<file path="config.mk">
export PLATFORM = sky130hd
export DESIGN_NAME = rotary_paddle
export DESIGN_NICKNAME = d
export VERILOG_FILES = /design/src/rtl/rotary_paddle.sv
export SDC_FILE = /design/constraint.sdc
export NUM_CORES = 1
export LEC_CHECK = 0
export BUFFER_PORTS_ARGS = -buffer_cell sky130_fd_sc_hd__buf_2
export CORE_MARGIN = 10
export CORE_UTILIZATION = 55
export CTS_BUF_LIST = sky130_fd_sc_hd__clkbuf_8
export CTS_CLUSTER_DIAMETER = 120
export CTS_CLUSTER_SIZE = 40
export DETAILED_ROUTE_END_ITERATION = 6
export MAX_ROUTING_LAYER = met4
export PLACE_DENSITY = 0.84
export SKIP_CTS_REPAIR_TIMING = 1
export SYNTH_ARGS = -nofsm -noshare
export SYNTH_HDL_FRONTEND = slang
export SYNTH_SLANG_ARGS = --single-unit
</file>
<file path="constraint.sdc">
create_clock -name clk25 -period 4.86 [get_ports clk25]
set_clock_uncertainty 0.05 [all_clocks]
set_input_delay 0.729 -clock clk25 [delete_from_list [all_inputs] [get_ports clk25]]
set_output_delay 0.729 -clock clk25 [all_outputs]
set_load 0.005 [all_outputs]
</file>
<file path="src/rtl/rotary_paddle.sv">
// Rotary encoder front end: sync, debounce, quadrature decode, saturated paddle position.
// Optional macro ROTARY_ACCEL_EN: detents arriving close together move 4*STEP.
module rotary_paddle #(
    parameter int unsigned DEBOUNCE_CYCLES = 25000,
    parameter logic [9:0]  PADDLE_MIN      = 10'd0,
    parameter logic [9:0]  PADDLE_MAX      = 10'd416,
    parameter logic [9:0]  INIT_POS        = 10'd208,
    parameter logic [9:0]  STEP            = 10'd8
) (
    input  logic       clk25,
    input  logic       reset,
    input  logic       rota,
    input  logic       rotb,
    output logic [9:0] paddle_pos,
    output logic       step_up,
    output logic       step_dn,
    output logic       seq_err
);

    localparam int unsigned CNT_W    = $clog2(DEBOUNCE_CYCLES + 1);
    localparam logic [CNT_W-1:0] CNT_LAST = CNT_W'(DEBOUNCE_CYCLES - 1);
    localparam logic [10:0] STEP_W   = {1'b0, STEP};
    localparam logic [10:0] MIN_W    = {1'b0, PADDLE_MIN};
    localparam logic [10:0] MAX_W    = {1'b0, PADDLE_MAX};

    // Bit 1 carries phase A, bit 0 phase B throughout.
    logic [1:0]       sync1, sync2;
    logic [1:0]       filt;
    logic [CNT_W-1:0] db_cnt [2];

    logic [1:0]        prev;
    logic signed [2:0] sub_cnt;
    logic signed [3:0] sub_ext, sub_nxt;
    logic              fwd_c, rev_c, jump_c;
    logic              up_c, dn_c;
    logic [10:0]       move_c, pos_w, sum_c;
    logic [9:0]        pos_nxt_c;

    always_ff @(posedge clk25) begin
        if (reset) begin
            sync1 <= 2'b00;
            sync2 <= 2'b00;
        end else begin
            sync1 <= {rota, rotb};
            sync2 <= sync1;
        end
    end

    // Each phase must hold its new value for DEBOUNCE_CYCLES before it is accepted.
    always_ff @(posedge clk25) begin
        if (reset) begin
            filt      <= 2'b00;
            db_cnt[0] <= '0;
            db_cnt[1] <= '0;
        end else begin
            for (int i = 0; i < 2; i++) begin
                if (sync2[i] == filt[i]) begin
                    db_cnt[i] <= '0;
                end else if (db_cnt[i] == CNT_LAST) begin
                    filt[i]   <= sync2[i];
                    db_cnt[i] <= '0;
                end else begin
                    db_cnt[i] <= db_cnt[i] + CNT_W'(1);
                end
            end
        end
    end

    // Clockwise order is 00 -> 10 -> 11 -> 01 -> 00.
    always_comb begin
        fwd_c  = 1'b0;
        rev_c  = 1'b0;
        jump_c = ((prev ^ filt) == 2'b11);
        unique case (prev)
            2'b00: begin fwd_c = (filt == 2'b10); rev_c = (filt == 2'b01); end
            2'b10: begin fwd_c = (filt == 2'b11); rev_c = (filt == 2'b00); end
            2'b11: begin fwd_c = (filt == 2'b01); rev_c = (filt == 2'b10); end
            2'b01: begin fwd_c = (filt == 2'b00); rev_c = (filt == 2'b11); end
            default: ;
        endcase

        sub_ext = {sub_cnt[2], sub_cnt};
        sub_nxt = sub_ext;
        up_c    = 1'b0;
        dn_c    = 1'b0;
        if (jump_c) begin
            sub_nxt = 4'sd0;
        end else if (fwd_c) begin
            sub_nxt = sub_ext + 4'sd1;
        end else if (rev_c) begin
            sub_nxt = sub_ext - 4'sd1;
        end
        // Landing on 00 ends a detent; only a full four-step run counts.
        if (!jump_c && (fwd_c || rev_c) && filt == 2'b00) begin
            up_c    = (sub_nxt == 4'sd4);
            dn_c    = (sub_nxt == -4'sd4);
            sub_nxt = 4'sd0;
        end
    end

`ifdef ROTARY_ACCEL_EN
    localparam logic [10:0] STEP_FAST = STEP_W << 2;
    logic [19:0] acc_cnt;
    logic        acc_armed;

    // Acceleration needs a previous step since reset to measure against.
    always_ff @(posedge clk25) begin
        if (reset) begin
            acc_cnt   <= '0;
            acc_armed <= 1'b0;
        end else if (up_c || dn_c) begin
            acc_cnt   <= '0;
            acc_armed <= 1'b1;
        end else if (acc_cnt != '1) begin
            acc_cnt <= acc_cnt + 20'(1);
        end
    end

    assign move_c = (acc_armed && !acc_cnt[19]) ? STEP_FAST : STEP_W;
`else
    assign move_c = STEP_W;
`endif

    assign pos_w = {1'b0, paddle_pos};
    assign sum_c = pos_w + move_c;

    always_comb begin
        pos_nxt_c = paddle_pos;
        if (up_c) begin
            pos_nxt_c = (sum_c > MAX_W) ? PADDLE_MAX : sum_c[9:0];
        end else if (dn_c) begin
            pos_nxt_c = (pos_w < MIN_W + move_c) ? PADDLE_MIN : 10'(pos_w - move_c);
        end
    end

    always_ff @(posedge clk25) begin
        if (reset) begin
            prev       <= 2'b00;
            sub_cnt    <= 3'sd0;
            paddle_pos <= INIT_POS;
            step_up    <= 1'b0;
            step_dn    <= 1'b0;
            seq_err    <= 1'b0;
        end else begin
            prev       <= filt;
            sub_cnt    <= sub_nxt[2:0];
            paddle_pos <= pos_nxt_c;
            step_up    <= up_c;
            step_dn    <= dn_c;
            seq_err    <= jump_c;
        end
    end

endmodule

</file>
* Word-level counts from Yosys, hierarchy flattened
Memory sizes are Yosys's and may differ from the RTL's. Cells that the tools add are included.
Word-level totals: flip-flop bits (word level) 24, latch bits 0, memory bits (writable) 30, memory bits (read-only) 0, input port bits 4, output and inout port bits 13, logic and storage cells 92, memories kept 1
Memories:
- db_cnt | words 2, bits a word 15, rd ports 2, clocked after memory_dff 0, write ports 2, RTL line 29 | logic [CNT_W-1:0] db_cnt [2];
Cells by class: $add $sub $neg 6, multipliers 0, div/mod/pow operators 0, order comparisons 2, equality and inequality tests 13, shifts and indexed selects 0, mux-type cells 41, bitwise logic cells 9, reduce and logical (&&, ||, !) cells 10
Operators with widths (number):
- 15-bit 2-to-1 mux | 6
- 10-bit 2-to-1 mux | 4
- 15-bit by 1-bit adder with 15-bit output (second input constant) | 2
- 15-bit equality test (second input constant) | 2
- 1-bit 2-to-1 mux | 26
- 4-bit 2-to-1 mux | 3
- 10-bit by 4-bit adder with 11-bit output (second input constant) | 1
- 11-bit by 9-bit greater-than comparator with 1-bit output (second input constant) | 1
- 2-bit equality test (second input constant) | 5
- 10-bit by 4-bit < comparator with 1-bit output (second input constant) | 1
- 10-bit by 4-bit subtractor with 10-bit output (second input constant) | 1
- 1-bit one-hot mux with 4 select lines | 2
- 1-bit bitwise OR | 6
- 3-bit by 2-bit adder with 4-bit output (second input constant) | 1
- 2-bit by 1-bit equality test with 1-bit output (second input constant) | 2
- 4-bit by 3-bit equality test with 1-bit output (second input constant) | 1
- 4-bit equality test (second input constant) | 1
- 2-bit logical NOT | 2
- 2-bit AND reduction | 2
- 3-bit by 2-bit subtractor with 4-bit output (second input constant) | 1
- 1-bit equality test | 2
- 1-bit logical AND | 2
- 1-bit NOT | 2
- 2-bit nonzero test | 1
- other kinds (4) | 4

* Logic depth before layout (Yosys ltp)
word-level depth 9, mapped depth 11, depth with buffers taken out 9

* Least setup slack after synthesis
Ideal clock, no wire load.
kind reg2reg, from register sub_cnt[0], to register paddle_pos[7], library setup time 0.122 ns, data arrival time 2.393 ns, required time 4.688 ns, setup slack 2.295 ns, cell stages (with the launch flop) 11, buffers on the path 1, clock period less this slack 2.565 ns, path through dfxtp_1 > inv_1 > ha_1 > mux2_4 > nand3_2 > o21ai_1 > o32a_1 > or3_1 > buf_2 > a21o_1 > a221o_1
Between the ends: longest elaborated chain between the ends 7, elaborated cells on any way between the ends 11, classes of those cells 2 x add/sub; 2 x eq/ne; 6 x mux; 1 x reduce/logical
Ends and longest elaborated chain:
- start: declaration | RTL line 32 | logic signed [2:0] sub_cnt;
- start signal: assignment | RTL line 146 | sub_cnt <= sub_nxt[2:0];
- 3-bit by 2-bit subtractor with 4-bit output | RTL line 91 | sub_nxt = sub_ext - 4'sd1;
- 4-bit 2-to-1 mux | RTL line 90 | end else if (rev_c) begin
- 4-bit 2-to-1 mux (*) | RTL line 88 | end else if (fwd_c) begin
- 4-bit 2-to-1 mux (*) | RTL line 86 | if (jump_c) begin
- 4-bit equality test / 4-bit by 3-bit equality test with 1-bit output (equally long branches) | RTL line 95, 96
- 1-bit 2-to-1 mux | RTL line 94 | if (!jump_c && (fwd_c || rev_c) && filt == 2'b00) begin
- 10-bit 2-to-1 mux / 2-bit nonzero test (equally long branches)
- end signal: assignment | RTL line 147 | paddle_pos <= pos_nxt_c;
- end: declaration | RTL line 14 | output logic [9:0] paddle_pos,
Mark *: on every way between the ends. The rest lies on a longest branch, timed or not. A chain may end at the register's enable or synchronous reset.

* Final worst setup path
Ends and elaborated chain as after synthesis.

==> run_results.csv <==
group,metric,value,unit
clock_tree,clock_tree.buffer_depth,2,
sta,final-max-slew-violation-count,0,
yosys,synthCells,320,
yosys,synth_async_sr_flop_share,0,
route,met3WireLength,164,um
sta,totalNegativeSetupSlack,0,ns
worst_setup_path,worst_setup_path_start_kind,"flip-flop",
yosys,yosysWarnings,0,
route,detail_route.iter0.violations,111,
run_status,outcome,"completed",
route,detail_route.first_pass.iterations,4,
clock_tree,tritoncts,"yes",
die,io-pin-count,17,
power,cellPowerDensity,253,mW/mm^2
route,wl_met1,2.46,mm
yosys,synth_area_per_cell,9.17,um^2
sta,period_needed,2.87,ns
final_layout,diodes_inserted,0,
yosys,post-synth-top-area-cell,"edfxtp_1",
die,fp.dieArea,0.00866,mm^2
worst_setup_path,crit_path_top_delay_cell,"or3_1",
sta,hold_viol,0,
yosys,synth.yosys.seq_area_share,0.450,
grt,grt_overflow_total,0,
final_layout,finalNonFillerCells,420,
yosys,synth_top_flop_cell,"edfxtp_1",
placed_design,globalplace.congestion,0.825,
grt,grtUsageTotal,0.130,
worst_setup_path,timing.setup.critical_path_class,"flip-flop to flip-flop",
yosys,synth.top_cell.area_share,0.307,
min_path,hp-class,"flip-flop to flip-flop",
clock_tree,clock_latency,0.30,ns
placed_design,hpwl,3.82,mm
sta,setup_viol_count_final,0,
final_layout,final_stage_net_count,359,
worst_setup_path,req_time_crit_path,5.01,ns
die,die_w,93.0,um
worst_setup_path,critPathTopFamily,"compound AO/OA/AOI/OAI gates",
clock_tree,clkSinkCount,51,
worst_setup_path,critical_path.n_buffers_inverters,1,
sta,max_freq,349,MHz
route,top_layer_used,"met4",
die,fp.dieH,93.0,um
worst_setup_path,worst-path-max-fanout,15,
yosys,yosys_register_bits,51,
grt,grt_first_pass_wirelength,9.12,mm
die,num_rows,26,
sta,rsz0062_at_grt,"no",
final_layout,area.growth.synth_to_final,9.17,%
grt,grt_start_max_net_pins,26,
placed_design,placed_cell_area,0.00309,mm^2
final_layout,n_fill_cell,449,
grt,antenna_violations_before_repair,0,
final_layout,fin_area,0.00320,mm^2
route,final_antenna_net_count,0,
sta,post_route_clock_period_utilization,0.590,
final_layout,drive_gt1_frac,0.0800,
clock_tree,cts_made_buffers,5,
job,max-cap-violations,0,
worst_setup_path,critical_path_arrival,3.02,ns
yosys,post_synth_main_area_contributors,"edfxtp_1 (31%), dfxtp_1 (14%), xor2_1 (7.2%), nor2_1 (6.8%), xnor2_1 (3.6%)",
route,met2RoutedLength,2.64,mm
die,placeableCoreArea,0.00514,mm^2
clock_tree,clkSlewWorstSetupHoldPaths,0.09,ns
yosys,mappedNetlistArea,0.00293,mm^2
die,initial_utilization,0.571,
yosys,yosys.cell_count.top_type,"nor2_1",
placed_design,io_buffer_count,13,
worst_setup_path,slowest_delay,0.57,ns
sta,tightest_pin_transition,0.535,ns
power,p_leak,1.17,nW
route,totalWireLength,5.30,mm
power,totalPowerFinal,0.811,mW
worst_setup_path,worst_setup_path_end_kind,"flip-flop",
route,drcViolationCount,0,
route,drt-wirelength-per-cell,12.6,um
yosys,number_of_enable_type_register_cells_in_the_synthesized_netlist,30,
route,via_count,2247,
worst_setup_path,crit_chain,"inv_1 -> ha_1 -> mux2_4 -> nand3_2 -> o21ai_1 -> o32a_1 -> or3_1 -> a21o_1 -> a221o_1",
placed_design,placed_cells_incl_taps,412,
yosys,synthTopCellsByCount,"nor2_1 (53), edfxtp_1 (30), xor2_1 (24)",
grt,vias_in_the_first_global_route,2103,
power,worst_ir_drop_vdd,0.145,mV
route,vias_per_inst,5.35,
yosys,post_synth_num_cell_types,52,
sta,timing.slew.headroom,0.643,
clock_tree,cts_root_buf,"clkbuf_8",
clock_tree,htree_levels,2,
==> path summary, 6_finish.rpt <==
kind | start | to | slack, ns | cells past startpoint
worst min-delay path | sync1[1] | sync2[1] | 0.39 | 1
worst max-delay path | sub_cnt[0] | paddle_pos[7] | 1.99 | 9
worst min register to register | sync1[1] | sync2[1] | 0.39 | 1
worst max register to register | sub_cnt[0] | paddle_pos[7] | 1.99 | 9
==> cells by family after synthesis <==
group                    synth area share
XOR/XNOR                            0.107
other                             0.00256
buffers and inverters              0.0503
adder cells (fa/ha/maj)            0.0256
flip-flops                          0.450
AND/OR/NAND/NOR                     0.247
multiplexers                       0.0154
AO/OA/AOI/OAI                       0.101
==> final cells by class <==
class | count | area (um^2) | area share
Tap cell | 70 | 87.6 | 0.0273
Multi-Input combinational cell | 270 | 1580 | 0.494
Clock buffer | 6 | 82.6 | 0.0258
Clock inverter | 2 | 35.0 | 0.0109
Inverter | 8 | 30.0 | 0.00938
Timing Repair Buffer | 13 | 65.1 | 0.0203
Sequential cell | 51 | 1320 | 0.413
==> registers in the layout (all words and copies together), names as in the netlist <==
signal	flops
db_cnt	30
paddle_pos	7
sub_cnt	3
filt	2
prev	2
sync1	2
sync2	2
seq_err	1
step_dn	1
step_up	1
==> cell usage in the layout, fill, tap and decap left out, types with 12 or more instances in the layout <==
cell type and instances:
nor2_1 53, conb_1 33, edfxtp_1 30, xor2_1 24
dfxtp_1 21, nand2_1 20, nand3_1 16, nor3_1 13
buf_2 13, xnor2_1 12
==> through the flow <==
stage,setup WS (ns),hold slack (ns),util
finish,1.99,0.390,0.623
global placement,2.11,0.371,0.600
floorplan,2.30,0.364,-
CTS,2.01,0.392,0.623
detailed placement,2.03,0.371,0.600
global route,1.86,0.410,0.623
==> report_power, final <==
part | internal [mW] | switching [mW] | leakage (nW)
Clock | 0.167 | 0.138 | 0.0612
Sequential | 0.469 | 0.0112 | 0.480
Combinational | 0.0101 | 0.0163 | 0.630
Total | 0.646 | 0.166 | 1.17
==> layer usage <==
metal / track usage / up-vias
li1: - / 1147
met1: 0.156 / 1063
met2: 0.204 / 33
met3: 0.0392 / 4
met4: 0.0398 / 0
met5: - / -
==> worst reg2reg max path: cells and delay by family, from the launching register on <==
kind | cells | cell delay (ns)
compound gates | 4 | 0.81
simple gates | 2 | 0.64
flops | 1 | 0.45
fa+ha+maj | 1 | 0.36
mux | 1 | 0.33
buf+inv | 1 | 0.12
No activity file was read; power rests on OpenSTA's default activity.
